--- src/rtl/samcoupe_pkg.sv ---
// Shared types and constants for the SAM Coupe MiST core.
package samcoupe_pkg;

    // Width of an SDRAM byte address.
    localparam int RAM_AW    = 25;

    // Width of a floppy image byte count.
    localparam int FDD_LEN_W = 20;

    // Upload sequencer states.
    typedef enum logic [1:0] {
        IDLE  = 2'd0,
        FETCH = 2'd1,
        WAIT  = 2'd2,
        DRAIN = 2'd3
    } upl_state_t;

endpackage

--- src/rtl/ioctl_upload_fifo.sv ---
// Small byte FIFO that holds prefetched SDRAM data for the upload link.
// DEPTH must be a power of two (at least 2) so the indices wrap for free.
module upload_fifo #(
    parameter int WIDTH = 8,
    parameter int DEPTH = 2
) (
    input  logic             clk_sys,
    input  logic             reset,
    input  logic             push,
    input  logic             pop,
    input  logic             flush,
    input  logic [WIDTH-1:0] din,
    output logic [WIDTH-1:0] dout,
    output logic             empty,
    output logic             full
);

    localparam int            AW         = $clog2(DEPTH);
    localparam logic [AW:0]   FULL_COUNT = (AW+1)'(DEPTH);

    logic [WIDTH-1:0] mem_reg [DEPTH];
    logic [AW-1:0]    wr_idx_reg;
    logic [AW-1:0]    rd_idx_reg;
    logic [AW:0]      count_reg;
    logic [AW:0]      count_next;
    logic             do_push;
    logic             do_pop;

    assign empty   = (count_reg == '0);
    assign full    = (count_reg == FULL_COUNT);
    // Flush wins over everything; overflow and underflow requests are dropped.
    assign do_push = push && !full && !flush;
    assign do_pop  = pop && !empty && !flush;
    // Head of the queue comes straight from the storage flops.
    assign dout    = mem_reg[rd_idx_reg];

    // Occupancy after this cycle's push/pop; simultaneous push and pop cancel.
    always_comb begin
        count_next = count_reg;
        case ({do_push, do_pop})
            2'b10:   count_next = count_reg + (AW+1)'(1);
            2'b01:   count_next = count_reg - (AW+1)'(1);
            default: count_next = count_reg;
        endcase
    end

    // Storage array; cleared on reset so the head reads as zero afterwards.
    always_ff @(posedge clk_sys or posedge reset) begin
        if (reset) begin
            for (int i = 0; i < DEPTH; i++) begin
                mem_reg[i] <= '0;
            end
        end else if (do_push) begin
            mem_reg[wr_idx_reg] <= din;
        end
    end

    // Read/write indices and occupancy count.
    always_ff @(posedge clk_sys or posedge reset) begin
        if (reset) begin
            wr_idx_reg <= '0;
            rd_idx_reg <= '0;
            count_reg  <= '0;
        end else if (flush) begin
            wr_idx_reg <= '0;
            rd_idx_reg <= '0;
            count_reg  <= '0;
        end else begin
            if (do_push) begin
                wr_idx_reg <= wr_idx_reg + AW'(1);
            end
            if (do_pop) begin
                rd_idx_reg <= rd_idx_reg + AW'(1);
            end
            count_reg <= count_next;
        end
    end

endmodule

--- src/rtl/ioctl_upload.sv ---
// Streams a region of SDRAM out to the ARM through the misc read port,
// prefetching into a small FIFO so the SPI side never waits on SDRAM.
// FIFO_DEPTH must be a power of two, minimum 2.
module ioctl_upload
    import samcoupe_pkg::*;
#(
    parameter int FIFO_DEPTH = 2,
    parameter int LEN_W      = FDD_LEN_W
) (
    input  logic              clk_sys,
    input  logic              reset,
    input  logic              start,
    input  logic              abort,
    input  logic [RAM_AW-1:0] base_addr,
    input  logic [LEN_W-1:0]  length,
    output logic [RAM_AW-1:0] misc_addr,
    output logic              misc_rd,
    input  logic [7:0]        misc_dout,
    input  logic              misc_ready,
    output logic [7:0]        upl_data,
    output logic              upl_valid,
    input  logic              upl_ack,
    output logic              busy,
    output logic              done
);

    upl_state_t        state_reg, state_next;
    logic [RAM_AW-1:0] rd_ptr_reg, rd_ptr_next;
    logic [LEN_W-1:0]  remaining_reg, remaining_next;
    logic [LEN_W-1:0]  sent_reg, sent_next;
    logic [LEN_W-1:0]  len_reg, len_next;
    logic              misc_rd_reg, misc_rd_next;
    logic [RAM_AW-1:0] misc_addr_reg, misc_addr_next;
    logic              done_reg, done_next;
    logic              busy_reg, busy_next;

    logic              fifo_push;
    logic              fifo_flush;
    logic              fifo_empty;
    logic              fifo_full;
    logic [7:0]        fifo_dout;

    logic              pop_eff;
    logic              aborting;
    logic [LEN_W-1:0]  sent_inc;
    logic              drained;

    assign misc_rd   = misc_rd_reg;
    assign misc_addr = misc_addr_reg;
    assign busy      = busy_reg;
    assign done      = done_reg;
    assign upl_valid = !fifo_empty;
    assign upl_data  = fifo_dout;

    // A pop only counts while a byte is actually on offer.
    assign pop_eff  = upl_ack && !fifo_empty;
    assign aborting = abort && (state_reg != IDLE);
    assign sent_inc = sent_reg + LEN_W'(pop_eff);
    // Counting this cycle's pop lets done follow the final ack by one cycle.
    assign drained  = (sent_inc == len_reg);

    upload_fifo #(
        .WIDTH (8),
        .DEPTH (FIFO_DEPTH)
    ) u_fifo (
        .clk_sys (clk_sys),
        .reset   (reset),
        .push    (fifo_push),
        .pop     (pop_eff),
        .flush   (fifo_flush),
        .din     (misc_dout),
        .dout    (fifo_dout),
        .empty   (fifo_empty),
        .full    (fifo_full)
    );

    // State register plus all registered outputs and counters.
    always_ff @(posedge clk_sys or posedge reset) begin
        if (reset) begin
            state_reg     <= IDLE;
            rd_ptr_reg    <= '0;
            remaining_reg <= '0;
            sent_reg      <= '0;
            len_reg       <= '0;
            misc_rd_reg   <= 1'b0;
            misc_addr_reg <= '0;
            done_reg      <= 1'b0;
            busy_reg      <= 1'b0;
        end else begin
            state_reg     <= state_next;
            rd_ptr_reg    <= rd_ptr_next;
            remaining_reg <= remaining_next;
            sent_reg      <= sent_next;
            len_reg       <= len_next;
            misc_rd_reg   <= misc_rd_next;
            misc_addr_reg <= misc_addr_next;
            done_reg      <= done_next;
            busy_reg      <= busy_next;
        end
    end

    // Next-state logic; abort from any active state returns to IDLE.
    always_comb begin
        state_next = state_reg;
        if (aborting) begin
            state_next = IDLE;
        end else begin
            case (state_reg)
                IDLE: begin
                    if (start && (length != '0)) begin
                        state_next = FETCH;
                    end
                end
                FETCH: begin
                    if (remaining_reg != '0) begin
                        if (!fifo_full) begin
                            state_next = WAIT;
                        end
                    end else if (drained) begin
                        state_next = IDLE;
                    end else begin
                        state_next = DRAIN;
                    end
                end
                WAIT: begin
                    if (misc_ready) begin
                        state_next = FETCH;
                    end
                end
                DRAIN: begin
                    if (drained) begin
                        state_next = IDLE;
                    end
                end
                default: state_next = IDLE;
            endcase
        end
    end

    // Datapath and output next values for each state.
    always_comb begin
        rd_ptr_next    = rd_ptr_reg;
        remaining_next = remaining_reg;
        sent_next      = sent_inc;
        len_next       = len_reg;
        misc_rd_next   = misc_rd_reg;
        misc_addr_next = misc_addr_reg;
        done_next      = 1'b0;
        busy_next      = (state_next != IDLE);
        fifo_push      = 1'b0;
        fifo_flush     = 1'b0;
        if (aborting) begin
            // Drop the outstanding read; any late misc_ready lands in IDLE and is ignored.
            misc_rd_next = 1'b0;
            fifo_flush   = 1'b1;
        end else begin
            case (state_reg)
                IDLE: begin
                    if (start) begin
                        if (length != '0) begin
                            rd_ptr_next    = base_addr;
                            remaining_next = length;
                            len_next       = length;
                            sent_next      = '0;
                        end else begin
                            done_next = 1'b1;
                        end
                    end
                end
                FETCH: begin
                    if (remaining_reg != '0) begin
                        if (!fifo_full) begin
                            misc_rd_next   = 1'b1;
                            misc_addr_next = rd_ptr_reg;
                        end
                    end else if (drained) begin
                        done_next = 1'b1;
                    end
                end
                WAIT: begin
                    if (misc_ready) begin
                        fifo_push      = 1'b1;
                        rd_ptr_next    = rd_ptr_reg + RAM_AW'(1);
                        remaining_next = remaining_reg - LEN_W'(1);
                        misc_rd_next   = 1'b0;
                    end
                end
                DRAIN: begin
                    if (drained) begin
                        done_next = 1'b1;
                    end
                end
                default: ;
            endcase
        end
    end

endmodule

--- config.mk ---
export PLATFORM = sky130hd
export DESIGN_NAME = ioctl_upload
export DESIGN_NICKNAME = d
export VERILOG_FILES = /design/src/rtl/samcoupe_pkg.sv /design/src/rtl/ioctl_upload_fifo.sv /design/src/rtl/ioctl_upload.sv
export SDC_FILE = /design/constraint.sdc
export NUM_CORES = 1
export LEC_CHECK = 0
export CAP_MARGIN = 20
export CORE_ASPECT_RATIO = 1.25
export CORE_MARGIN = 2
export CORE_UTILIZATION = 48
export DETAILED_ROUTE_END_ITERATION = 8
export GPL_ROUTABILITY_DRIVEN = 0
export PLACE_DENSITY = 0.74
export SYNTH_ARGS = -nofsm -noshare
export SYNTH_HDL_FRONTEND = slang
export SYNTH_HIERARCHICAL = 1
export SYNTH_SLANG_ARGS = --single-unit
--- constraint.sdc ---
create_clock -name clk_sys -period 3.2 [get_ports clk_sys]
set_clock_uncertainty 0.15 [all_clocks]
set_input_delay 0.32 -clock clk_sys [delete_from_list [all_inputs] [get_ports clk_sys]]
set_output_delay 0.32 -clock clk_sys [all_outputs]
set_load 0.05 [all_outputs]
# Word level (Yosys, flattened, before mapping)
# Cells that the tools add are included.
[op_classes]
add_sub_neg = 7
magnitude_cmp = 3
eq_ne = 13
muxes = 47
bitwise_logic = 4
reduce_logical = 26
[ops]
columns = ["cell", "n"]
rows = [
  ["20-bit 2-to-1 mux", 7],
  ["25-bit 2-to-1 mux", 3],
  ["25-bit case mux with 2 select lines", 1],
  ["20-bit case mux with 2 select lines", 1],
  ["20-bit nonzero test", 2],
  ["8-bit 2-to-1 mux", 4],
  ["25-bit by 1-bit adder with 25-bit output (second input constant)", 1],
  ["20-bit by 1-bit adder with 20-bit output", 1],
  ["20-bit == test", 1],
  ["20-bit by 1-bit subtractor with 20-bit output (second input constant)", 1],
  ["1-bit 2-to-1 mux", 17],
  ["16-bit bitwise mux", 1],
  ["2-bit 2-to-1 mux", 8],
  ["4-bit AND reduction", 3],
  ["2-bit nonzero test", 5],
  ["3-bit inequality test (second input constant)", 3],
  ["8-bit demux with 1-bit select", 1],
  ["2-bit == test (second input constant)", 4],
  ["1-bit logical AND", 8],
  ["2-bit case mux with 4 select lines", 1],
  ["2-bit inequality test (second input constant)", 3],
  ["3-bit nonzero test", 2],
  ["5-bit AND reduction", 1],
  ["2-bit by 1-bit == test with 1-bit output (second input constant)", 2],
  ["12 further kinds", 19],
]
[totals]
reg_bits = 135
output_inout_bits = 37
elab_cells = 114

# Depth between registers and ports, before layout
[depth]
word_depth = 10
mapped_depth = 12
depth_no_buf = 11

# Cells and area by module
# The synthesis kept the hierarchy.
[by_module_without_submodules]
columns = ["mod", "n_inst", "cells_each", "area_per_inst_um2", "seq_area_each_um2"]
rows = [
  ["ioctl_upload", 1, 644, 6182.2, 2877.8],
  ["upload_fifo", 1, 67, 974.7, 500.5],
]

# Least setup slack after synthesis
# Ideal clock, no wire load.
[synth_path]
kind = "flip-flop to flip-flop"
start = "register u_fifo.count_reg[0]"
end = "register state_reg[1]"
setup_time_ns = 0.133
arrival_time_ns = 3.136
required_time_ns = 2.917
setup_slack_ns = -0.219
path_stages_with_launch = 13
synth_period_minus_slack_ns = 3.419
cell_sequence = "dfrtp_1 -> nor2_1 -> nor2b_1 -> ha_1 -> ha_1 -> clkbuf_1 -> nand4_1 -> nor4b_1 -> xor3_1 -> a211oi_1 -> nand4_1 -> nor4_2 -> nor3_1"
[synth_via]
elab_chain_len = 9
elab_cells_between_ends = 12
[synth_lines]
columns = ["element", "line_no", "rtl"]
rows = [
  ["start: declaration", "ioctl_upload_fifo.sv:24", "logic [AW:0] count_reg;"],
  ["start signal: assignment", "ioctl_upload_fifo.sv:75", "count_reg <= count_next;"],
  ["2-bit logical NOT *", "ioctl_upload_fifo.sv:29", "assign empty = (count_reg == '0);"],
  ["via fifo_empty", "ioctl_upload.sv:39", "logic fifo_empty;"],
  ["1-bit logical NOT *", "ioctl_upload.sv:56", "assign pop_eff = upl_ack && !fifo_empty;"],
  ["1-bit logical AND *", "ioctl_upload.sv:56", ""],
  ["via pop_eff", "ioctl_upload.sv:43", "logic pop_eff;"],
  ["20-bit by 1-bit adder with 20-bit output *", "ioctl_upload.sv:58", "assign sent_inc = sent_reg + LEN_W'(pop_eff);"],
  ["20-bit == test *", "ioctl_upload.sv:60", "assign drained = (sent_inc == len_reg);"],
  ["2-bit 2-to-1 mux", "ioctl_upload.sv:119", "end else if (drained) begin"],
  ["2-bit 2-to-1 mux", "ioctl_upload.sv:115", "if (remaining_reg != '0) begin"],
  ["2-bit case mux with 4 select lines *", "ioctl_upload.sv:108", "case (state_reg)"],
  ["2-bit 2-to-1 mux *", "ioctl_upload.sv:105", "if (aborting) begin"],
  ["via state_next[1]", "ioctl_upload.sv:27", "upl_state_t state_reg, state_next;"],
  ["end signal: assignment", "ioctl_upload.sv:90", "state_reg <= state_next;"],
  ["end: declaration", "ioctl_upload.sv:27", ""],
]
# Mark *: on every way through the listed nets, which the timed path passes. The rest lies on a longest branch.
# A chain may end at the register's enable or synchronous reset.

# Final worst setup path
[layout_path]
start = "register u_fifo.count_reg[0]"
end = "register busy_reg, in the netlist busy"
[layout_via]
elab_chain_len = 10
elab_cells_between_ends = 13
[layout_lines]
columns = ["element", "line_no", "rtl"]
rows = [
  ["2-bit logical NOT *", "ioctl_upload_fifo.sv:29", ""],
  ["via fifo_empty", "ioctl_upload.sv:39", ""],
  ["1-bit logical NOT *", "ioctl_upload.sv:56", ""],
  ["1-bit logical AND *", "ioctl_upload.sv:56", ""],
  ["via pop_eff", "ioctl_upload.sv:43", ""],
  ["20-bit by 1-bit adder with 20-bit output *", "ioctl_upload.sv:58", ""],
  ["20-bit == test *", "ioctl_upload.sv:60", ""],
  ["2-bit 2-to-1 mux", "ioctl_upload.sv:119", ""],
  ["2-bit 2-to-1 mux", "ioctl_upload.sv:115", ""],
  ["2-bit case mux with 4 select lines *", "ioctl_upload.sv:108", ""],
  ["2-bit 2-to-1 mux *", "ioctl_upload.sv:105", ""],
  ["2-bit nonzero test *", "ioctl_upload.sv:149", "busy_next = (state_next != IDLE);"],
  ["via busy_next", "ioctl_upload.sv:35", "logic busy_reg, busy_next;"],
  ["end signal: assignment", "ioctl_upload.sv:98", "busy_reg <= busy_next;"],
  ["end: declaration", "ioctl_upload.sv:35", ""],
]
# Marked as above.

==> impl_metrics.toml <==
[sta]
worstMarginPinSlew_ps = 764
max_freq_ghz = 0.320
slew_headroom_pct = 49.0
fin_crit_sh_pct = 97.8
setup_ws_ps = 71.2
hold_viol = 0
finalSetupViolCount = 0
period_needed_ps = 3130
slew_violations = 0
setup_tns_ps = 0

[synthesis]
yosys.area_share.simple_pct = 16.9
ys_warn_count = 6
synth.distinct_cells = 66
syn_nets = 775
synthTopCellsByCount = "dfrtp_1 (135), nor2_1 (65), a21oi_1 (63), mux2_2 (61), nand2_1 (50)"
yosysMostFrequentCell = "dfrtp_1"
yosysTopAreaCell = "dfrtp_1"
synth_edf_count = 0
synthAdderAreaFrac_pct = 0.874
async_flop_share_pct = 100
synth_top_area_share_pct = 47.2
syn_inst = 711
ys_ff_latch = 135
synth_xor_area_share_pct = 5.45
synth_top_family_by_area = "simple AND/OR/NAND/NOR gates"
muxShareOfSynthArea_pct = 11.7
synth.cell_area_um2 = 7160
synth-compound-area-share_pct = 14.9
ys_top_cells_by_area = "dfrtp_1 (47%), mux2_2 (9.6%), a21oi_1 (4.4%)"
syn_area_per_cell_um2 = 10.1
synth.yosys.seq_area_share_pct = 47.2
synth-main-ff-cell = "dfrtp_1"

[global_route]
grt_usage_pct = 23.7
grt.overflow.total = 0
antenna_found_initial = 0
grt_max_degree = 96
grt_pass1_vias = 6183
grt_pass1_wl_um = 30200

[floorplan]
dieArea_um2 = 15900
start_util_pct = 49.5
core_area_um2 = 14500
io_pins = 96
die_h_um = 141
fp.dieW_um = 113
rows = 49

[finish]
num_antenna_cells = 0
area_growth_pct = 32.2
final_core_util_pct = 65.4
nets = 913
layout-drive-gt1-share_pct = 22.5

[clock_tree]
path_clk_slew_ps = 60
cts_tree = "done"
numCtsBuffers = 17
cts.hold.buffers_added = 0
clock-root-buffer = "clkbuf_16"
clock_path_buffers = 2
clkLatencyLatePin_ps = 420
cts_sinks = 135
cts-htree-levels = 4

[status]
violations = "DRC"
status = "finished, violations left"

[place]
port_buffers = 95
hpwl_um = 13000
dp_slack_ps = -327

[setup_path]
path_class = "reg2reg"
cp.required_ps = 3340
worstRegToRegCells = 11
end_kind = "flip-flop"
path_max_fanout = 5
critical_path.startpoint_type = "flip-flop"
critPathLaunch = "u_fifo/count_reg[0]$_DFFE_PP0P_"
rr_startpoint = "u_fifo/count_reg[0]$_DFFE_PP0P_"
arrival_ps = 3270

[worst_hold_path]
hold_path.class = "in2async"

[drt]
viasPerCell = 5.89
drt-total-wl_um = 18500
firstDrtPassIters = 8
drt_iter0_markers = 436
wl_per_cell_um = 17.8
ant_nets = 0
vias = 6129
drc_errors = 5

[power_and_ir_drop]
max-vdd-ir-drop_uv = 625
leakagePower_nw = 3.89
powerDensity_nw_per_um2 = 932
p_total_w = 0.00882

[flow_run]
drv_cap = 0
==> metal layers <==
metal / GRT usage, % / share of wire, % / vias up
li1: - / - / 2869
met2: 40.3 / 51 / 243
met3: 5.58 / 5.3 / 41
met5: 0 / 0 / -
met1: 29.4 / 41 / 2976
met4: 8.60 / 2.7 / 0
==> worst paths after layout <==
kind,to,slack [ps]
min reg2reg,u_fifo/mem_reg[2]$_DFFE_PP0P_,350
min in group clk_sys,rd_ptr_reg[1]$_DFFE_PP0P_,330
min,rd_ptr_reg[12]$_DFFE_PP0P_,250
max in group asynchronous,remaining_reg[10]$_DFFE_PP0P_,1820
max reg2reg,busy$_DFF_PP0_,70
max,busy$_DFF_PP0_,70
==> layout make-up <==
type / instances / area (µm²)
Clock buffer: 22 / 484
Clock inverter: 10 / 168
Fill cell: 1128 / 5010
Inverter: 16 / 63.8
Multi-Input combinational cell: 520 / 3680
Sequential cell: 135 / 3380
Tap cell: 178 / 223
Timing Repair Buffer: 159 / 1470
==> critical path, cell delays in order (launching register included) <==
cell	delay (ps)
dfrtp_1	350
nor2_1	70
nor2b_2	170
ha_2	240
ha_4	160
nand4_1	230
nor4b_4	390
xor3_1	330
a211oi_2	250
nand4_1	220
nor4_4	350
nor2_1	90
==> layout by cell type (no fill, tap or decap), drive strengths merged, types with 7 or more instances in the layout <==
master / synthesis / final
nor2b: 7 / 7
o21ai: 48 / 48
nor2: 65 / 65
inv: 16 / 15
dfrtp: 135 / 135
nor4: 16 / 16
o22ai: 15 / 15
a22oi: 7 / 7
xnor2: 26 / 26
nand2: 50 / 50
nand2b: 8 / 8
xor2: 8 / 8
a2bb2oi: 8 / 8
a21oi: 63 / 63
nand3: 21 / 21
buf: 3 / 64
clkbuf: 37 / 22
nor3: 18 / 18
clkdlybuf4s50: 0 / 95
mux2: 69 / 69
nand4: 8 / 8
==> repair_timing <==
action / 4_1_cts / 5_1_grt
resized for setup: 0 / 11
setup buffers: 0 / 2
endpoints found under the setup margin: 0 / 3
==> metrics by stage <==
| step | instance area [µm²] | std cells | hold slack [ps] |
|---|---|---|---|
| 2_1_floorplan | 7180 | 711 | 134 |
| 3_3_place_gp | 8720 | 1006 | 326 |
| 3_5_place_dp | 8720 | 1006 | 345 |
| 4_1_cts | 9370 | 1038 | 248 |
| 5_1_grt | 9460 | 1040 | 254 |
| 6_report | 9460 | 1040 | 252 |
==> power by group <==
| group | switching, W | leakage, nW | internal (W) |
|---|---|---|---|
| Combinational | 0.00209 | 1.95 | 0.00159 |
| Sequential | 0.000631 | 1.64 | 0.00238 |
| Clock | 0.000727 | 0.305 | 0.00139 |
| Total | 0.00345 | 3.89 | 0.00537 |
==> logic make-up after synthesis <==
logic type,count (synthesis)
buf+inv,56
compound gates,176
flops,135
fa+ha+maj,5
mux,72
simple gates,229
xor+xnor,38
(Power assumes the default switching activity.)
